--- config.mk ---
export PLATFORM = sky130hd
export DESIGN_NAME = ex3_controller
export DESIGN_NICKNAME = d
export VERILOG_FILES = /design/src/rtl/ex3_pkg.sv /design/src/rtl/hs_flag.sv /design/src/rtl/ex3_controller.sv
export SDC_FILE = /design/constraint.sdc
export NUM_CORES = 1
export LEC_CHECK = 0
export CORE_ASPECT_RATIO = 0.75
export CORE_MARGIN = 1
export CORE_UTILIZATION = 46
export DETAILED_ROUTE_END_ITERATION = 8
export PLACE_DENSITY = 0.83
export SLEW_MARGIN = 20
export SYNTH_ARGS = -nofsm -noshare
export SYNTH_HDL_FRONTEND = slang
export SYNTH_SLANG_ARGS = --single-unit
--- constraint.sdc ---
create_clock -name clock -period 2.3 [get_ports clock]
set_input_delay 0.46 -clock clock [delete_from_list [all_inputs] [get_ports clock]]
set_output_delay 0.46 -clock clock [all_outputs]
set_load 0.05 [all_outputs]
--- src/rtl/ex3_pkg.sv ---
// Shared bit positions and widths for the ex3 handshake sequencing controller.
package ex3_pkg;

  localparam int TAP_W = 8;
  localparam int TS_W  = 10;

  localparam int MODE_LSB  = 0;
  localparam int PHASE_LSB = 3;
  localparam int RT1       = 6;
  localparam int RT2       = 7;
  localparam int BM1       = 8;
  localparam int BM2       = 9;
  localparam int OUTQ      = 10;
  localparam int TAP_LSB   = 11;
  localparam int TS_LSB    = 19;

endpackage

--- src/rtl/hs_flag.sv ---
// Single handshake request flag: clear beats set, otherwise hold; async active-high reset.
module hs_flag (
  input  logic clock,
  input  logic reset,
  input  logic set,
  input  logic clr,
  output logic q
);

  // NOTE: registers are written with <= so every flop samples pre-edge values.
  always_ff @(posedge clock or posedge reset) begin
    if (reset)    q <= 1'b0;
    else if (clr) q <= 1'b0;
    else if (set) q <= 1'b1;
  end

endmodule

--- src/rtl/ex3_controller.sv ---
// Handshake sequencing controller, state bits S0..S28 (S6..S28 exported).
// Build option: define TS_SATURATE_EN to make the timestamp stick at its maximum.
module ex3_controller
  import ex3_pkg::*;
(
  input  logic clock,
  input  logic Rdy1RtHS1,
  input  logic Rdy2RtHS1,
  input  logic Rdy1BmHS1,
  input  logic Rdy2BmHS1,
  input  logic InDoneHS1,
  input  logic RtTSHS1,
  input  logic TpArrayHS1,
  input  logic OutputHS1,
  input  logic WantBmHS1,
  input  logic WantRtHS1,
  input  logic OutAvHS1,
  input  logic FullOHS1,
  input  logic FullIHS1,
  input  logic Prog_2,
  input  logic Prog_1,
  input  logic Prog_0,
  output logic S26,
  output logic S25,
  output logic S22,
  output logic S27,
  output logic S14,
  output logic S11,
  output logic S17,
  output logic S10,
  output logic S13,
  output logic S16,
  output logic S6,
  output logic S12,
  output logic S19,
  output logic S18,
  output logic S15,
  output logic S7,
  output logic S9,
  output logic S20,
  output logic S28,
  output logic S23,
  output logic S8,
  output logic S21,
  output logic S24,
  input  logic reset
);

  logic S0, S1, S2, S3, S4, S5;

  logic [OUTQ:RT1]   flag_q;
  logic [28:0]       s_cur;
  logic [2:0]        phase_next;
  logic [TAP_W-1:0]  tap_next;
  logic [TS_W-1:0]   ts_cur;
  logic [TS_W-1:0]   ts_next;

  assign s_cur = {S28, S27, S26, S25, S24, S23, S22, S21, S20, S19,
                  S18, S17, S16, S15, S14, S13, S12, S11,
                  flag_q,
                  S5, S4, S3, S2, S1, S0};

  assign {S10, S9, S8, S7, S6} =
    {s_cur[OUTQ], s_cur[BM2], s_cur[BM1], s_cur[RT2], s_cur[RT1]};

  // Second-stage requests only arm once the first stage was already pending.
  hs_flag u_rt1 (.clock(clock), .reset(reset), .set(WantRtHS1),
                 .clr(Rdy1RtHS1), .q(flag_q[RT1]));
  hs_flag u_rt2 (.clock(clock), .reset(reset), .set(WantRtHS1 & s_cur[RT1]),
                 .clr(Rdy2RtHS1), .q(flag_q[RT2]));
  hs_flag u_bm1 (.clock(clock), .reset(reset), .set(WantBmHS1),
                 .clr(Rdy1BmHS1), .q(flag_q[BM1]));
  hs_flag u_bm2 (.clock(clock), .reset(reset), .set(WantBmHS1 & s_cur[BM1]),
                 .clr(Rdy2BmHS1), .q(flag_q[BM2]));
  hs_flag u_out (.clock(clock), .reset(reset), .set(OutAvHS1 & ~FullOHS1),
                 .clr(OutputHS1), .q(flag_q[OUTQ]));

  assign ts_cur = s_cur[TS_LSB +: TS_W];

  // NOTE: every always_comb output gets a default first, so no path can infer a latch.
  always_comb begin
    phase_next = s_cur[PHASE_LSB +: 3];
    if (InDoneHS1 && !FullIHS1) phase_next = s_cur[PHASE_LSB +: 3] + 3'd1;

    tap_next = s_cur[TAP_LSB +: TAP_W];
    if (TpArrayHS1) tap_next = {s_cur[TAP_LSB +: TAP_W-1], RtTSHS1};

    ts_next = ts_cur;
    if (s_cur[MODE_LSB +: 3] == 3'b111) begin
      ts_next = '0;
    end else if (RtTSHS1 && !TpArrayHS1) begin
`ifdef TS_SATURATE_EN
      if (ts_cur != {TS_W{1'b1}}) ts_next = ts_cur + TS_W'(1);
`else
      ts_next = ts_cur + TS_W'(1);
`endif
    end
  end

  always_ff @(posedge clock or posedge reset) begin
    if (reset) begin
      {S2, S1, S0} <= 3'b000;
      {S5, S4, S3} <= 3'b000;
      {S18, S17, S16, S15, S14, S13, S12, S11} <= '0;
      {S28, S27, S26, S25, S24, S23, S22, S21, S20, S19} <= '0;
    end else begin
      {S2, S1, S0} <= {Prog_2, Prog_1, Prog_0};
      {S5, S4, S3} <= phase_next;
      {S18, S17, S16, S15, S14, S13, S12, S11} <= tap_next;
      {S28, S27, S26, S25, S24, S23, S22, S21, S20, S19} <= ts_next;
    end
  end

endmodule

# Word-level counts from Yosys, hierarchy flattened
# Cells that the tools add are included.
[classes]
add_sub_neg = 1
n_eq_ne = 1
mux = 12
bitwise_logic = 4
reduce_logical = 8
[ops]
columns = ["operator", "n"]
rows = [
  ["$mux 10", 2],
  ["$reduce_bool 2->1", 6],
  ["$add 10x1->10 const B", 1],
  ["$mux 1", 10],
  ["$and 1x1->1", 3],
  ["$eq 3x3->1 const B", 1],
  ["$logic_and 1x1->1", 1],
  ["$logic_not 1->1", 1],
  ["$not 1->1", 1],
]
[totals]
register_bits = 26
in_bits = 18
output_inout_bits = 23
word_cells = 52

# Depth between registers and ports, before layout
[logic_depth]
ltp_word = 4
mapped_depth = 4
mapped_depth_nobuf = 4

# Cells and area by module
# A second synthesis with hierarchy kept.
[unflattened]
hier_cells = 91
area_unflattened_um2 = 1107.3
[by_module_without_submodules]
columns = ["mod", "n_inst", "cells_each", "area_each_um2", "seq_area_each_um2"]
rows = [
  ["ex3_controller", 1, 76, 913.4, 525.5],
  ["hs_flag", 5, 3, 38.8, 25.0],
]

# Least setup slack after synthesis
# OpenSTA, ideal clock, no wires.
[synth_timing]
kind = "register to register"
start = "register S19"
end = "register S23"
setup_ns = 0.078
t_arrival_ns = 1.452
required_ns = 2.223
slack_ns = 0.771
stages_incl_launch_ff = 5
path_buffers = 0
period_less_slack_ns = 1.529
path_cell_list = "dfrtp_1 ha_1 nand4b_2 or3_1 a21oi_1"
[synth_via]
elab_chain_len = 3
[synth_rtl]
columns = ["element", "line", "source"]
rows = [
  ["start: declaration", "ex3_controller.sv:35", "output logic S19,"],
  ["start signal: assignment", "ex3_controller.sv:110", "{S28, S27, S26, S25, S24, S23, S22, S21, S20, S19} <= ts_next;"],
  ["$add 10x1->10", "ex3_controller.sv:95", "ts_next = ts_cur + TS_W'(1);"],
  ["$mux 10", "ex3_controller.sv:91", "end else if (RtTSHS1 && !TpArrayHS1) begin"],
  ["$mux 10", "ex3_controller.sv:89", "if (s_cur[MODE_LSB +: 3] == 3'b111) begin"],
  ["end signal: assignment", "ex3_controller.sv:110", ""],
  ["end: declaration", "ex3_controller.sv:42", "output logic S23,"],
]
# No other way between the ends. The select of a mux whose other input is x is not followed.
# A chain may end at the register's enable or synchronous reset.

# Worst setup path after layout
[layout_timing]
start = "register S21"
end = "output S21"
[layout_lines]
columns = ["element", "line", "source"]
rows = [
  ["start: declaration", "ex3_controller.sv:44", "output logic S21,"],
  ["start signal: assignment", "ex3_controller.sv:110", ""],
]
# No word-level cell between the ends.

==> results_tabular.tex <==
\begin{tabular}{lr}
\hline
Metric & Value \\
\hline
\multicolumn{2}{l}{\textbf{Yosys}} \\
Register area share after synthesis & 0.5936 \\
Number of instances in the synthesized netlist & 91 \\
Post-Synthesis Net Count & 110 \\
Area of the mapped netlist & 1096 sq um \\
Dominant cell type by area after synthesis & dfrtp\_1 \\
Yosys top cell area share & 0.5936 \\
Avg Inst Size Synth & 12.04 sq um \\
Yosys cell types & 23 \\
Number of warning messages in the yosys log & 0 \\
Register bit total from synthesis & 26 \\
Leading post-synthesis cells by cell area & dfrtp\_1, mux2\_2, mux2i\_1 \\
\multicolumn{2}{l}{\textbf{Finish}} \\
Proportion of layout cells with a drive suffix above 1 & 0.1288 \\
Area growth syn-to-layout & 40.64\% \\
Commonest non-fill, non-tap cell in the layout & clkdlybuf4s50\_1 \\
ANT cells & 0 \\
Area of all placed cells without fillers & 1541 sq um \\
Number of nets in the layout & 152 \\
Commonest cells after routing, fill and taps aside & clkdlybuf4s50\_1, dfrtp\_1, nor2\_1, mux2\_2, a21oi\_1 \\
Fill cell total of the finished layout & 150 \\
\multicolumn{2}{l}{\textbf{STA}} \\
Final count of hold timing violations & 0 \\
Period Utilization, post-route & 0.9462 \\
RSZ-0062 raised after global routing & no \\
Max-slew headroom & 0.6589 \\
Final-report max-slew violation count & 0 \\
Total negative slack & 0 ns \\
Final setup violation count & 0 \\
Time the worst path needs with I/O delays and setup & 2.176 ns \\
Peak clock frequency supported by timing & 0.4595 GHz \\
Final worst clock skew & 0.008152 ns \\
Actual slew at the worst max-slew pin & 0.5100 ns \\
\multicolumn{2}{l}{\textbf{Placement}} \\
Global placement routability congestion & 0.7711 \\
DPL Wire Length & 1.675 mm \\
Count of port buffers added during placement & 38 \\
Post-DP Area & 1505 sq um \\
\multicolumn{2}{l}{\textbf{Min path}} \\
Worst min-delay path class & in -> async \\
\multicolumn{2}{l}{\textbf{Job}} \\
Max Cap Violations & 0 \\
\multicolumn{2}{l}{\textbf{Detailed routing}} \\
Post-detailed-route wirelength per cell & 13.25 um \\
Aggregate routed wire length & 2.173 mm \\
Number of vias per cell & 4.915 \\
Vias after detailed routing & 806 \\
1st-pass router iterations & 4 \\
Post-detailed-route DRC marker count & 0 \\
DRT antenna net count & 0 \\
Starting DRT DRC Count & 11 \\
\multicolumn{2}{l}{\textbf{Power and ir drop}} \\
Total design power & 1.367 mW \\
Leakage component of the power & 0.7131 nW \\
Switching power & 0.5398 mW \\
Clk network pwr share & 0.165 \\
Cell internal pwr & 0.8269 mW \\
Comb power frac & 0.396 \\
Switching power as a share of total power & 0.3949 \\
Pwr dens & 886.6 nW/um\^{}2 \\
Peak supply drop & 0.7790 mV \\
Sequential share of power & 0.439 \\
\multicolumn{2}{l}{\textbf{Floorplanning}} \\
Area of the die & 2584 sq um \\
Die H & 44.28 um \\
Initial core utilization & 0.5171 \\
Ports placed on the boundary & 41 \\
Core box area & 2120 sq um \\
Number of rows in the core area & 14 \\
Horizontal die dimension & 58.37 um \\
\multicolumn{2}{l}{\textbf{Setup path}} \\
Cell depth of the worst flop-to-flop path & 4 \\
Signal arrival time at the worst endpoint & 1.72 ns \\
Worst-path cell with the longest stage delay & clkdlybuf4s50\_1 \\
Endpoint of the lowest-slack register-to-register path & S25 \\
Crit start category & flop \\
Critical Path RT & 1.84 ns \\
Minimum setup slack among reg-to-reg paths & 0.94 ns \\
R2R Path Start & S19 \\
Crit-path leading delay family & buffers and inverters \\
Largest stage delay on the critical path & 0.86 ns \\
Peak fanout along the critical path & 8 \\
Critical Path Sink Type & output port \\
Combined buffer and inverter count along the critical path & 1 \\
Critical path start-end classification & reg -> out \\
Worst path cell trace & clkdlybuf4s50\_1 \\
\multicolumn{2}{l}{\textbf{Clock tree}} \\
Latest clock arrival within the worst-skew pair & 0.32 ns \\
H-tree levels & 1 \\
Number of setup buffers added after CTS & 0 \\
Clock Root Buffer & clkbuf\_4 \\
CTS clock-pin slew for the worst setup and hold paths & 0.14 ns \\
CTS tree & done \\
Post\_cts resized & 0 \\
Total clock buffers created by CTS & 3 \\
Maximum root-to-sink buffer count & 2 \\
Count of clock tree sinks & 26 \\
Hold buffer count at cts & 0 \\
\multicolumn{2}{l}{\textbf{GRT}} \\
Global-route wire length before repair & 3.574 mm \\
Total GRT Usage & 0.1907 \\
Total congestion overflow & 0 \\
Number of global-route vias before repair & 834 \\
Initial antenna violation count & 0 \\
Maximum number of pins on one net before global-route repair & 27 \\
\multicolumn{2}{l}{\textbf{Outcome}} \\
Status & completed \\
\hline
\end{tabular}
-- layout make-up --
cell class                 instances  area, sq um  area share
inverter                           3        11.26    0.007305
sequential                        26        650.6      0.4221
tap                               32        40.04     0.02597
multi-input combinational         59        407.9      0.2646
timing repair buffer              40        395.4      0.2565
clock buffer                       4        36.28     0.02354
-- synth_stat cells (all sizes together) --
cell type and instances:
a21o 1, a21oi 6, and3 3, and3b 1
and4b 1, buf 3, dfrtp 26, ha 1
inv 3, mux2 8, mux2i 5, nand2 4
nand2b 4, nand3 4, nand4 3, nand4b 1
nor2 10, nor2b 1, o21ai 2, or3 2
xnor2 2
-- per-layer routing --
layer,share of wire,track usage
met1,0.42,0.2287
met2,0.50,0.3172
met3,0.072,0.08772
met4,0,0.04762
met5,0,0
-- metrics by stage --
| stage | utilization | std cells | hold slack (ns) | setup WS, ns |
|---|---|---|---|---|
| CTS | 0.7273 | 164 | 0.4755 | 0.1321 |
| global route | 0.7273 | 164 | 0.5091 | 0.07808 |
| global placement | 0.7102 | 160 | 0.4792 | 0.5175 |
| finish | 0.7273 | 164 | 0.4698 | 0.1237 |
| detailed placement | 0.7102 | 160 | 0.4938 | 0.5064 |
| floorplan | - | 91 | 0.4914 | 0.7710 |
-- power by group through the flow --
stage | sequential (mW) | clock, mW | combinational [mW]
final | 0.600 | 0.225 | 0.541
after floorplan | 0.831 | 0 | 0.125
after detailed placement | 0.605 | 0 | 0.542
after CTS | 0.597 | 0.234 | 0.545
after global placement | 0.598 | 0 | 0.534
after global routing | 0.607 | 0.248 | 0.572
-- worst max-delay path by stage --
stage | slack (ns) | end | cells after the start | from
floorplan | 0.77 | S23 | 4 | S19
global placement | 0.52 | S21 | 1 | S21
detailed placement | 0.51 | S21 | 1 | S21
CTS | 0.13 | S21 | 1 | S21
global route | 0.08 | S21 | 1 | S21
finish | 0.12 | S21 | 1 | S21
-- cell families (layout without fill, tap and decap cells) --
kind of cell               Yosys count  in the layout  share of synthesized area
adders and majority gates            1              1                    0.01141
DFF                                 26             26                     0.5936
and+or+nand+nor                     34             34                     0.1724
AOI/OAI and AO/OA                    9              9                    0.04452
muxes                               13             13                     0.1279
buffers and inverters                6             47                    0.03424
xor gates and xnor gates             2              2                    0.01598
Note: power is estimated with default switching activity, not from simulation.
